===== src/rtl/xadc_drp_reader_pkg.sv =====
// Shared XADC DRP definitions: bus widths, auxiliary-channel addresses and
// the reader's state and sample-pair types.
package xadc_drp_package;

  localparam int XADC_DRP_DATA_WIDTH      = 16;
  localparam int XADC_DRP_AXIS_ADDR_WIDTH = 7;

  // Status-register addresses of VAUX4 (current) and VAUX12 (voltage)
  localparam logic [XADC_DRP_AXIS_ADDR_WIDTH-1:0] XADC_DRP_ADDR_CURRENT_CHANNEL = 7'h14;
  localparam logic [XADC_DRP_AXIS_ADDR_WIDTH-1:0] XADC_DRP_ADDR_VOLTAGE_CHANNEL = 7'h1C;

  typedef enum logic [1:0] {
    IDLE,
    WAIT_CURRENT,
    WAIT_VOLTAGE,
    PRESENT
  } xadc_drp_reader_state_t;

  typedef struct packed {
    logic [XADC_DRP_DATA_WIDTH-1:0] current;
    logic [XADC_DRP_DATA_WIDTH-1:0] voltage;
  } xadc_sample_pair_t;

endpackage


===== src/rtl/xadc_drp_reader.sv =====
// DRP read master: on each XADC end-of-sequence reads vaux4 then vaux12 and
// presents the pair on a valid/ready stream. Define XADC_DRP_TIMEOUT_EN for the drdy timeout.
module xadc_drp_reader
  import xadc_drp_package::*;
#(
  parameter int OVERRUN_CNT_WIDTH = 8,
  parameter int TIMEOUT_CYCLES    = 64
) (
  input  logic                                dclk_in,
  input  logic                                reset_n_in,
  input  logic                                eos_in,
  output logic                                den_out,
  output logic                                dwe_out,
  output logic [XADC_DRP_AXIS_ADDR_WIDTH-1:0] daddr_out,
  output logic [XADC_DRP_DATA_WIDTH-1:0]      di_out,
  input  logic                                drdy_in,
  input  logic [XADC_DRP_DATA_WIDTH-1:0]      do_in,
  output logic [XADC_DRP_DATA_WIDTH-1:0]      sample_current_out,
  output logic [XADC_DRP_DATA_WIDTH-1:0]      sample_voltage_out,
  output logic                                sample_valid_out,
  input  logic                                sample_ready_in,
  output logic [OVERRUN_CNT_WIDTH-1:0]        overrun_count_out,
  output logic                                timeout_error_out
);

  if (TIMEOUT_CYCLES < 1 || OVERRUN_CNT_WIDTH < 1) begin : g_param_chk
    $error("xadc_drp_reader: TIMEOUT_CYCLES and OVERRUN_CNT_WIDTH must be >= 1");
  end

  xadc_drp_reader_state_t                state_q;
  logic                                  den_q;
  logic [XADC_DRP_AXIS_ADDR_WIDTH-1:0]   daddr_q;
  xadc_sample_pair_t                     pair_q;
  logic                                  valid_q;
  logic                                  timeout_q;
  logic [OVERRUN_CNT_WIDTH-1:0]          overrun_q, overrun_d;

  logic in_wait;
  logic drdy_acc;
  logic eos_drop;
  logic timeout_hit;

  // drdy is only honoured once the den pulse of the pending read has ended
  assign in_wait  = (state_q == WAIT_CURRENT) || (state_q == WAIT_VOLTAGE);
  assign drdy_acc = drdy_in && !den_q;
  assign eos_drop = eos_in && (in_wait || ((state_q == PRESENT) && !sample_ready_in));

  always_comb begin
    overrun_d = overrun_q;
    if (eos_drop && (overrun_q != '1)) overrun_d = overrun_q + 1'b1;
  end

`ifdef XADC_DRP_TIMEOUT_EN
  localparam int TW = $clog2(TIMEOUT_CYCLES + 1);
  logic [TW-1:0] timer_q, timer_d;

  // Leaving a wait state (or being outside one) restarts the count at zero
  always_comb begin
    timer_d = '0;
    if (in_wait && !drdy_acc) timer_d = timer_q + 1'b1;
  end

  assign timeout_hit = in_wait && !drdy_acc && (timer_q == TW'(TIMEOUT_CYCLES - 1));

  always_ff @(posedge dclk_in or negedge reset_n_in) begin
    if (!reset_n_in) timer_q <= '0;
    else             timer_q <= timer_d;
  end
`else
  assign timeout_hit = 1'b0;
`endif

  always_ff @(posedge dclk_in or negedge reset_n_in) begin
    if (!reset_n_in) begin
      state_q   <= IDLE;
      den_q     <= 1'b0;
      daddr_q   <= '0;
      pair_q    <= '0;
      valid_q   <= 1'b0;
      timeout_q <= 1'b0;
      overrun_q <= '0;
    end else begin
      den_q     <= 1'b0;
      timeout_q <= 1'b0;
      overrun_q <= overrun_d;
      case (state_q)
        IDLE: begin
          if (eos_in) begin
            den_q   <= 1'b1;
            daddr_q <= XADC_DRP_ADDR_CURRENT_CHANNEL;
            state_q <= WAIT_CURRENT;
          end
        end
        WAIT_CURRENT: begin
          if (drdy_acc) begin
            pair_q.current <= do_in;
            den_q          <= 1'b1;
            daddr_q        <= XADC_DRP_ADDR_VOLTAGE_CHANNEL;
            state_q        <= WAIT_VOLTAGE;
          end else if (timeout_hit) begin
            timeout_q <= 1'b1;
            state_q   <= IDLE;
          end
        end
        WAIT_VOLTAGE: begin
          if (drdy_acc) begin
            pair_q.voltage <= do_in;
            valid_q        <= 1'b1;
            state_q        <= PRESENT;
          end else if (timeout_hit) begin
            timeout_q <= 1'b1;
            state_q   <= IDLE;
          end
        end
        PRESENT: begin
          if (sample_ready_in) begin
            valid_q <= 1'b0;
            if (eos_in) begin
              den_q   <= 1'b1;
              daddr_q <= XADC_DRP_ADDR_CURRENT_CHANNEL;
              state_q <= WAIT_CURRENT;
            end else begin
              state_q <= IDLE;
            end
          end
        end
        default: state_q <= IDLE;
      endcase
    end
  end

  assign den_out            = den_q;
  assign dwe_out            = 1'b0;
  assign di_out             = '0;
  assign daddr_out          = daddr_q;
  assign sample_current_out = pair_q.current;
  assign sample_voltage_out = pair_q.voltage;
  assign sample_valid_out   = valid_q;
  assign overrun_count_out  = overrun_q;
  assign timeout_error_out  = timeout_q;

endmodule


===== config.mk =====
export PLATFORM = sky130hd
export DESIGN_NAME = xadc_drp_reader
export DESIGN_NICKNAME = d
export VERILOG_FILES = /design/src/rtl/xadc_drp_reader_pkg.sv /design/src/rtl/xadc_drp_reader.sv
export SDC_FILE = /design/constraint.sdc
export NUM_CORES = 1
export LEC_CHECK = 0
export BUFFER_PORTS_ARGS = -buffer_cell sky130_fd_sc_hd__buf_4
export CORE_ASPECT_RATIO = 1.4
export CORE_MARGIN = 4
export CORE_UTILIZATION = 35
export CTS_CLUSTER_DIAMETER = 150
export DETAILED_ROUTE_END_ITERATION = 12
export SETUP_SLACK_MARGIN = 0.4
export SLEW_MARGIN = 25
export SYNTH_ARGS = -nofsm -noshare
export SYNTH_HDL_FRONTEND = slang
export SYNTH_SLANG_ARGS = --single-unit

===== constraint.sdc =====
create_clock -name dclk_in -period 1.7 [get_ports dclk_in]
set_clock_uncertainty 0.15 [all_clocks]
set_input_delay 0.17 -clock dclk_in [delete_from_list [all_inputs] [get_ports dclk_in]]
set_output_delay 0.17 -clock dclk_in [all_outputs]
set_load 0.05 [all_outputs]

# == Yosys cells after proc, flatten, opt, wreduce, memory -nomap -nowiden ==
# Cells that the tools add are included.
# totals
register_bits,51
output_inout_bits,67
elab_cells,49
# op_classes
addsub,1
n_eq_ne,8
mux,17
reduce_logical,16
# ops
op,n
$mux 7,3
$pmux 7 s3,1
$add 8x1->8 const B,1
$mux 2,4
$ne 2x2->1 const B,4
$ne 8x8->1 const B,1
$pmux 2 s4,1
$mux 1,6
$reduce_and 3->1,2
$eq 2x2->1 const B,2
$logic_and 1x1->1,4
$reduce_and 2->1,2
$reduce_and 4->1,1
$pmux 1 s3,1
$reduce_bool 3->1,1
$eq 2x1->1 const B,1
$logic_not 1->1,2
$logic_not 2->1,1
$logic_or 1x1->1,2
$pmux 1 s2,1
$reduce_bool 2->1,1

# == Longest topological paths before layout ==
# Gate-level depths: netlist of the first run.
# logic_depth
depth_word,5
ltp_mapped,6
mapped_depth_nobuf,6

# == Worst setup path before layout of the first run ==
# No wires, ideal clock.
# synth_timing
path_kind,reg-to-reg
from,"register overrun_q[0], in the netlist overrun_count_out[0]"
to,"register overrun_q[6], in the netlist overrun_count_out[6]"
setup_time_ns,0.125
arrival_ns,1.785
t_required_ns,1.425
setup_slack_ns,-0.359
stages_incl_launch_ff,6
path_buffers,0
period_less_slack_ns,2.059
cell_sequence,dfrtp_1 -> ha_1 -> and2_1 -> nand4_1 -> a211oi_1 -> mux2_2
# synth_between
elab_chain_len,2
elab_cells_between_ends,3
cone_classes,1 x add/sub; 1 x eq/ne; 1 x reduce/logical
# synth_rtl
element,line,text
"start, declared",xadc_drp_reader.sv:36,"logic [OVERRUN_CNT_WIDTH-1:0] overrun_q, overrun_d;"
"start signal, assigned",xadc_drp_reader.sv:85,overrun_q <= overrun_d;
branches (longest 2 deep; another with $add 8x1->8),-,
# Several ways; the timed one is not identified.
# A chain may end at the register's enable or synchronous reset.

# == Worst setup path in the final report of the first run ==
# layout_timing
from,register state_q[0]
to,"register overrun_q[1], in the netlist overrun_count_out[1]"
# layout_between
elab_chain_len,5
elab_cells_between_ends,8
cone_classes,3 x eq/ne; 5 x reduce/logical
# layout_rtl
element,line,text
"start, declared",xadc_drp_reader.sv:30,xadc_drp_reader_state_t state_q;
"start signal, assigned",xadc_drp_reader.sv:75,state_q <= IDLE;
"start signal, assigned",xadc_drp_reader.sv:91,state_q <= WAIT_CURRENT;
"start signal, assigned",xadc_drp_reader.sv:99,state_q <= WAIT_VOLTAGE;
$eq 2x1->1 (tied with other cells),xadc_drp_reader.sv:44,assign in_wait = (state_q == WAIT_CURRENT) || (state_q == WAIT_VOLTAGE);
$logic_or 1x1->1 / $logic_and 1x1->1 (equally long branches),"xadc_drp_reader.sv:44, xadc_drp_reader.sv:46",
$logic_or 1x1->1 *,xadc_drp_reader.sv:46,assign eos_drop = eos_in && (in_wait || ((state_q == PRESENT) && !sample_ready_in));
$logic_and 1x1->1 *,xadc_drp_reader.sv:46,
$logic_and 1x1->1 *,xadc_drp_reader.sv:50,if (eos_drop && (overrun_q != '1)) overrun_d = overrun_q + 1'b1;
# Mark *: on every way between the ends. The rest lies on a longest branch, timed or not.

==> results of run 1 <==
==> timing repair <==
| action | CTS | global route |
|---|---|---|
| setup buffers | 5 | 8 |
| pin swaps | 10 | 11 |
| gates resized for setup | 13 | 24 |
| hold endpoints to repair | 78 | 0 |
| cloned | 0 | 2 |
| endpoints found under the setup margin | 48 | 48 |
| hold buffers | 17 | 0 |
==> layout make-up <==
type	count	area share, %
Clock buffer	5	2.02
Clock inverter	2	0.293
Inverter	4	0.660
Multi-Input combinational cell	115	35.4
Sequential cell	46	34.1
Tap cell	70	2.57
Timing Repair Buffer	101	24.9
==> Yosys cell counts <==
library cell / count / area [sq um]
nand2b_1: 4 / 25.0
a21oi_1: 6 / 30.0
nand2_2: 2 / 12.5
dfrtp_1: 46 / 1150
ha_1: 6 / 75.1
inv_1: 4 / 15.0
mux2_4: 1 / 15.0
and4_1: 2 / 17.5
nand2_1: 8 / 30.0
and3_1: 1 / 6.26
a21o_1: 1 / 7.51
a22o_1: 1 / 8.76
o2bb2ai_1: 1 / 8.76
mux2_2: 34 / 383
a22oi_1: 1 / 7.51
nor2b_1: 1 / 6.26
o21ai_0: 2 / 10.0
and2_1: 1 / 6.26
xnor2_1: 2 / 17.5
a21oi_2: 1 / 8.76
buf_4: 25 / 188
conb_1: 1 / 3.75
a211oi_1: 3 / 22.5
or2_1: 1 / 6.26
and2b_1: 1 / 7.51
a221oi_2: 1 / 15.0
nand4_1: 3 / 18.8
nand3_1: 4 / 20.0
nor2_1: 1 / 3.75
o21a_1: 1 / 7.51
o21ai_1: 1 / 5.00
==> logic make-up (layout without fill, tap and decap cells) <==
| family | Yosys count | after routing | synth area share [%] |
|---|---|---|---|
| other cells | 1 | 22 | 0.175 |
| buf+inv | 29 | 112 | 9.47 |
| flops | 46 | 46 | 53.8 |
| simple gates | 29 | 31 | 7.49 |
| fa+ha+maj | 6 | 6 | 3.51 |
| mux | 35 | 35 | 18.6 |
| compound gates | 19 | 19 | 6.14 |
| xor+xnor | 2 | 2 | 0.819 |
==> routing by layer <==
layer	global-route usage (%)	share of wire, %
met5	0	0
met4	6.00	1.3
met3	3.29	7.7
met2	22.9	50
met1	16.2	41
==> state kept, by name (all words and copies together), names as in the netlist <==
register and cells:
sample_current_out 16, daddr_out 2, state_q 2, den_out 1, sample_voltage_out 16, sample_valid_out 1
overrun_count_out 8
==> metrics by stage <==
| stage | util (%) | hold WS [ps] |
|---|---|---|
| after global routing | 57.8 | 27.8 |
| after CTS | 54.4 | 4.85 |
| after floorplan | - | -276 |
| after detailed placement | 48.5 | 72.5 |
| after global placement | 48.5 | 73.7 |
| final | 57.8 | 6.81 |
==> worst max-delay path, stage by stage (launching register included) <==
cell,delay (ps)
dfrtp_1,420
inv_2,90
buf_12,130
ha_4,280
inv_6,50
a21oi_4,160
nand2_2,90
mux2_4,300
==> final timing paths <==
path,startpoint,end,cells after the start
setup / recovery,state_q[0],overrun_count_out[1],7
hold / removal,eos_in,daddr_out[2],3
setup reg to reg,state_q[0],overrun_count_out[1],7
hold reg to reg,daddr_out[2],daddr_out[2],1
max in group asynchronous,reset_n_in,overrun_count_out[4],2
min in group asynchronous,reset_n_in,sample_current_out[11],2
==> metrics.yaml, run 1 <==
sta:
  finalSetupViolations: 6
  fmax_mhz: 565
  fin_crit_ps: 1770
  setup_ws_ps: -69.4
  relSlewSlack_pct: 60.7
  hold_viol: 0
  rsz0062_at_grt: "yes"
  worst_pin_slew_ps: 590
  fin_crit_sh_pct: 104
  fin_tns_setup_ps: -263
  maxSlewViolCount: 0
cells_and_area:
  design_area_sq_um: 3410
  fill_cells: 471
  area_growth_pct: 59.4
  nNetsFinal: 300
  regArea_sq_um: 1160
  layout_commonest_cell: "buf_4"
  drive_above_1_share_pct: 61.5
  finalNonFillerCells: 343
  diodes: 0
  multi_input_area_sq_um: 1210
  final_cell_mix: "buf_4 (74), dfrtp_1 (37), mux2_4 (34)"
critical_path:
  worstPathMaxFanout: 3
  cp-start-kind: "register"
  cp_data_required_time_ps: 1730
  cp-end-kind: "register"
  worst-r2r-setup-slack_ps: -70
  cp.arrival_ps: 1800
  path_class: "register to register"
grt:
  grt_pass1_wl_mm: 7.95
  grt_pass1_vias: 1667
  grt-ovfl-total: 0
  grt_use_total_pct: 13.6
  grt_antenna_before_repair: 0
  grt_max_degree: 47
synth:
  syn_avg_cell_area_sq_um: 12.8
  ys_types: 31
  netlist_area_sq_um: 2140
  yosysWarnings: 0
  synth.ff_latch_count: 46
  yosysSeqAreaShare_pct: 53.8
  syn_inst: 167
run:
  cap_violations: 0
routing:
  drt_pass1_iterations: 4
  drc: 0
  drtIter0Drc: 37
  ant_nets: 0
  via_per_inst: 4.68
  wire_per_inst_um: 15.0
  dr_total_vias: 1604
  drt_wl_total_mm: 5.15
clock_tree:
  clock_latency_ps: 290
  cts_root_buf: "clkbuf_8"
  htreeDepth: 2
  cts_tree: "built"
  clockBufferDepth: 2
  clkSlewWorstSetupHoldPaths_ps: 80
  cts.sinks: 46
  numCtsBuffers: 5
placement:
  gp_congestion: 0.810
  port_buffers: 65
  dpl.cell_count: 304
  dpl_worst_slack_ps: -0.656
  place_area_sq_um: 2870
  hpwl_mm: 3.36
floorplanning:
  placement_rows: 33
  die_area_sq_um: 7450
  io_pins: 88
  start_util_pct: 36.2
  die_y_um: 101
  coreArea_sq_um: 5900
  die_w_um: 74.1
worst_hold_path:
  min_path_type: "input port to register"
status:
  violations: "setup timing"
  outcome: "finished, violations left"
Power of run 1 is left out: the tool's default activity adds up to more than one toggle a clock period on the data nets, which glitch-free logic cannot reach.
==> inputs of run 2 (changes only) <==
CORE_ASPECT_RATIO = 1.1   (was 1.4)
==> metrics.yaml, run 2 (same netlist as run 1, synthesis figures left out) <==
status:
  outcome: "finished, violations left"
  violations: "setup timing"
placement:
  gp_congestion: 0.809  # -0.20%
  hpwl_mm: 3.28  # -2.4%
  dpl_worst_slack_ps: -51.2  # -50.6 ps
  port_buffers: 65  # unchanged
floorplanning:
  placement_rows: 29  # -12%
  io_pins: 88  # unchanged
  die_area_sq_um: 7430  # -0.22%
  coreArea_sq_um: 5840  # -1.1%
  die_y_um: 90  # -10%
  start_util_pct: 36.6  # +0.39 points
  die_w_um: 82.5  # +11%
worst_hold_path:
  min_to: "daddr_out[2]"
  min_path_type: "input port to register"
  hold_path.startpoint: "eos_in"
  hold_depth: 3  # unchanged
critical_path:
  worst-r2r-setup-slack_ps: -60  # about the same
  crit_family: "compound AO/OA/AOI/OAI gates"
  cp.arrival_ps: 1820  # +20 ps
  path_class: "register to register"
  cp_data_required_time_ps: 1770  # +40 ps
  ff2ff_path_depth: 6  # -1
  reg2reg_from: "state_q[1]"
  worstPathCellList: "inv_4, ha_4, or2_4, a221oi_4, o21ai_1, a22oi_1"
  crit_start: "state_q[1]"
  crit_slowest_cell: "dfrtp_2"
  cp.depth: 6  # -1
  cp.buffers_inverters: 1  # -2
  cp-start-kind: "register"
  worstPathMaxFanout: 3  # unchanged
  max_stage_delay_ps: 440  # +20 ps
  regToRegEndpoint: "state_q[0]"
  cp-end-kind: "register"
sta:
  fmax_mhz: 570  # +0.79%
  fin_crit_sh_pct: 103  # -0.82 points
  relSlewSlack_pct: 61.1  # +0.44 points
  setup_ws_ps: -55.6  # +13.9 ps
  rsz0062_at_grt: "yes"
  fin_crit_ps: 1760  # -13.9 ps
  hold_slack_ps: 7.99  # +1.18 ps
  hold_viol: 0  # unchanged
  worst_pin_slew_ps: 583  # -6.59 ps
  maxSlewViolCount: 0  # unchanged
  finalSetupViolations: 4  # -2
grt:
  grt_pass1_wl_mm: 8.56  # +7.7%
  grt_use_total_pct: 14.7  # +1.1 points
  grt_pass1_vias: 1689  # +1.3%
  grt_antenna_before_repair: 0  # unchanged
  grt_max_degree: 47  # unchanged
  grt-ovfl-total: 0  # unchanged
clock_tree:
  clkSlewWorstSetupHoldPaths_ps: 90  # about the same
  numCtsBuffers: 5  # unchanged
  htreeDepth: 2  # unchanged
  cts_root_buf: "clkbuf_8"
  cts.sinks: 46  # unchanged
  clockBufferDepth: 2  # unchanged
  cts_tree: "built"
  clock_latency_ps: 300  # about the same
cells_and_area:
  regArea_sq_um: 1160  # +0.22%
  drive_above_1_share_pct: 61.5  # about the same
  layout_commonest_cell: "buf_4"
  nNetsFinal: 309  # +3.0%
  multi_input_area_sq_um: 1210  # +0.52%
  final_cell_mix: "buf_4 (73), mux2_4 (35), dfrtp_1 (35)"
  diodes: 0  # unchanged
  area_growth_pct: 67.8
  fill_cells: 470  # -0.21%
routing:
  via_per_inst: 4.55  # -2.7%
  drt_wl_total_mm: 5.54  # +7.6%
  ant_nets: 0  # unchanged
  drt_pass1_iterations: 3  # -1
  wire_per_inst_um: 15.4  # +2.5%
  drc: 0  # unchanged
  dr_total_vias: 1638  # +2.1%
  drtIter0Drc: 27  # -27%
power:
  peakVddDrop_uv: 1160
  leakagePower_nw: 1.74
  p_per_area_nw_per_um2: 2320
run:
  cap_violations: 0  # unchanged
==> run 2: timing repair <==
action	CTS	global route
gates cloned	1	0
hold buffers	18	0
pin swaps	19	11
resized for setup	45	9
setup buffers	20	4
endpoints found under the setup margin	47	51
hold endpoints to repair	79	0
==> run 2: layout make-up <==
cell class / instances / area share (%)
Multi-Input combinational cell: 114 / 33.8
Sequential cell: 46 / 32.5
Inverter: 4 / 0.697
Clock buffer: 6 / 2.02
Timing Repair Buffer: 111 / 27.3
Clock inverter: 2 / 1.05
Tap cell: 77 / 2.68
==> run 2: through the flow <==
step	util (%)	total power, W	instance area (sq um)	setup TNS, ps	std cells
2_1_floorplan	-	0.00535	2450	-47.5	188
3_3_place_gp	49.0	0.00648	2860	0	309
3_5_place_dp	49.0	0.00651	2860	-51.2	309
4_1_cts	60.2	0.00814	3520	-47.7	356
5_1_grt	61.4	0.00873	3590	-605	360
6_report	61.4	0.00833	3590	-184	360
==> run 2: how the worst max path moves through the flow <==
stage	endpoint	slack [ps]
5_1_grt	state_q[0]	-150
4_1_cts	state_q[0]	-40
3_5_place_dp	state_q[0]	-50
6_report	state_q[0]	-60
2_1_floorplan	overrun_count_out[6]	-50
3_3_place_gp	state_q[0]	20
==> run 2: worst register-to-register path, stage by stage, from the launching register on <==
cell and delay, ps:
dfrtp_2 440, inv_4 70, ha_4 160, or2_4 250, a221oi_4 270, o21ai_1 130
a22oi_1 200
==> run 2: report_power, final <==
part | switching, W | internal [W]
combinational | 0.00308 | 0.00239
clock | 0.000379 | 0.000439
sequential | 0.000411 | 0.00164
total | 0.00387 | 0.00446
==> run 2: layer usage <==
layer  global-route usage [%]  vias to the layer above  share of wire [%]
met3                     3.70                       10                5.7
met5                        0                        -                  0
met2                     24.5                       55                 49
li1                         -                      765                  -
met4                     3.95                        0                1.5
met1                     18.6                      808                 44
(Power assumes the default switching activity.)
==> inputs of run 3 (changes only) <==
SKIP_LAST_GASP = 1   (was not set)
clock period = 2 ns   (was 1.7 ns; I/O delays follow)
==> metrics.yaml, run 3 (same netlist as run 1, synthesis figures left out) <==
grt:
  grt_antenna_before_repair: 0  # unchanged
  grt_pass1_wl_mm: 7.73  # -9.7%
  grt_use_total_pct: 13.1  # -1.6 points
  grt-ovfl-total: 0  # unchanged
  grt_max_degree: 47  # unchanged
  grt_pass1_vias: 1587  # -6.0%
cells_and_area:
  diodes: 0  # unchanged
  drive_above_1_share_pct: 56.6  # -4.9 points
  nNetsFinal: 291  # -5.8%
  area_growth_pct: 50.8
  layout_commonest_cell: "buf_4"
  final_cell_mix: "buf_4 (74), dfrtp_1 (36), conb_1 (22)"
  fill_cells: 510  # +8.5%
sta:
  worst_pin_slew_ps: 589  # +5.52 ps
  rsz0062_at_grt: "yes"
  fmax_mhz: 582  # +2.2%
  maxSlewViolCount: 0  # unchanged
  hold_viol: 0  # unchanged
  fin_crit_ps: 1720  # -37.4 ps
  fin_crit_sh_pct: 85.9  # -17 points
  relSlewSlack_pct: 60.8  # -0.37 points
  finalSetupViolations: 0  # -4
  fin_tns_setup_ps: 0  # +184 ps
placement:
  gp_congestion: 0.766  # -5.3%
  hpwl_mm: 3.20  # -2.3%
  port_buffers: 65  # unchanged
status:
  outcome: "finished, final reports clean"
clock_tree:
  cts_root_buf: "clkbuf_8"
  cts.sinks: 46  # unchanged
  htreeDepth: 2  # unchanged
  numCtsBuffers: 5  # unchanged
  clkSlewWorstSetupHoldPaths_ps: 80  # about the same
  cts_tree: "built"
  clockBufferDepth: 2  # unchanged
  clock_latency_ps: 290  # about the same
critical_path:
  reg2reg_from: "state_q[1]"
  max_stage_delay_ps: 450  # about the same
  cp-start-kind: "register"
  ff2ff_path_depth: 6  # unchanged
  cp.arrival_ps: 1780  # -40 ps
  worstPathCellList: "inv_4, ha_4, or2_1, a221oi_2, o21ai_1, a22oi_1"
  cp-end-kind: "register"
  cp_data_required_time_ps: 2060  # +290 ps
  worstPathMaxFanout: 4  # +1
  path_class: "register to register"
  crit_slowest_cell: "dfrtp_2"
  crit_start: "state_q[1]"
routing:
  dr_total_vias: 1547  # -5.6%
  drtIter0Drc: 60  # +120%
  ant_nets: 0  # unchanged
  drt_wl_total_mm: 4.78  # -14%
  via_per_inst: 4.52  # -0.58%
  drt_pass1_iterations: 4  # +1
  wire_per_inst_um: 14.0  # -9.3%
  drc: 0  # unchanged
floorplanning:
  placement_rows: 29  # unchanged
  die_y_um: 90  # unchanged
  start_util_pct: 36.6  # unchanged
  coreArea_sq_um: 5840  # unchanged
  io_pins: 88  # unchanged
  die_w_um: 82.5  # unchanged
  die_area_sq_um: 7430  # unchanged
worst_hold_path:
  min_path_type: "input port to register"
  hold_path.startpoint: "eos_in"
  hold_depth: 3  # unchanged
run:
  cap_violations: 0  # unchanged
run 3: changes by cell type in the layout (fill, tap and decap cells not counted), moves of 3 or more:
cell     before  now
mux2_2        0   14
mux2_4       35   21
buf_6        16    3
nand2_8       3    0
run 3: path summary, 6_finish.rpt:
path                                          endpoint  slack [ps]
max in group asynchronous         overrun_count_out[6]         970
min in group asynchronous       sample_current_out[13]         310
worst min register to register            daddr_out[2]         350
worst max register to register              state_q[0]         280
worst min-delay path                           den_out          50
worst max-delay path                        state_q[0]         280
run 3: critical path, delay by kind of cell, from the launching register on:
family / cells / cell delay, ps
adders and majority gates: 1 / 170
DFF: 1 / 450
and+or+nand+nor: 1 / 240
AOI/OAI and AO/OA: 3 / 550
buffers and inverters: 1 / 70
run 3: layer usage:
metal | vias up | part of all wire [%] | GRT usage, %
met1 | 752 | 44 | 16.8
met4 | 0 | 1.0 | 3.95
met3 | 5 | 8.2 | 3.90
met2 | 59 | 47 | 20.9
li1 | 731 | - | -
met5 | - | 0 | 0
run 3: final cells by class:
| class | instances | area (sq um) | share of cell area [%] |
|---|---|---|---|
| sequential | 46 | 1160 | 36.1 |
| multi-input combinational | 113 | 1080 | 33.3 |
| timing repair buffer | 94 | 759 | 23.5 |
| tap | 77 | 96.3 | 2.99 |
| clock buffer | 7 | 76.3 | 2.37 |
| clock inverter | 1 | 30.0 | 0.931 |
| inverter | 4 | 25.0 | 0.775 |
run 3: through the flow:
step           util, %  worst slack [ps]  std cells  hold WS, ps  area, sq um
2_1_floorplan        -               252        188         -246         2410
3_3_place_gp      47.7               222        305         97.7         2790
4_1_cts           54.3               300        338         34.1         3170
5_1_grt           55.2               212        342         42.8         3230
3_5_place_dp      47.7               180        305         98.7         2790
6_report          55.2               282        342         48.3         3230
run 3: timing repair:
action | 4_1_cts | 5_1_grt
hold buffers | 17 | 0
hold endpoints to repair | 78 | 0
setup endpoints to repair | 34 | 34
cloned | 0 | 0
buffers inserted | 8 | 4
pin swaps | 9 | 4
gates resized for setup | 13 | 6
Power of run 3 is left out for the same reason.
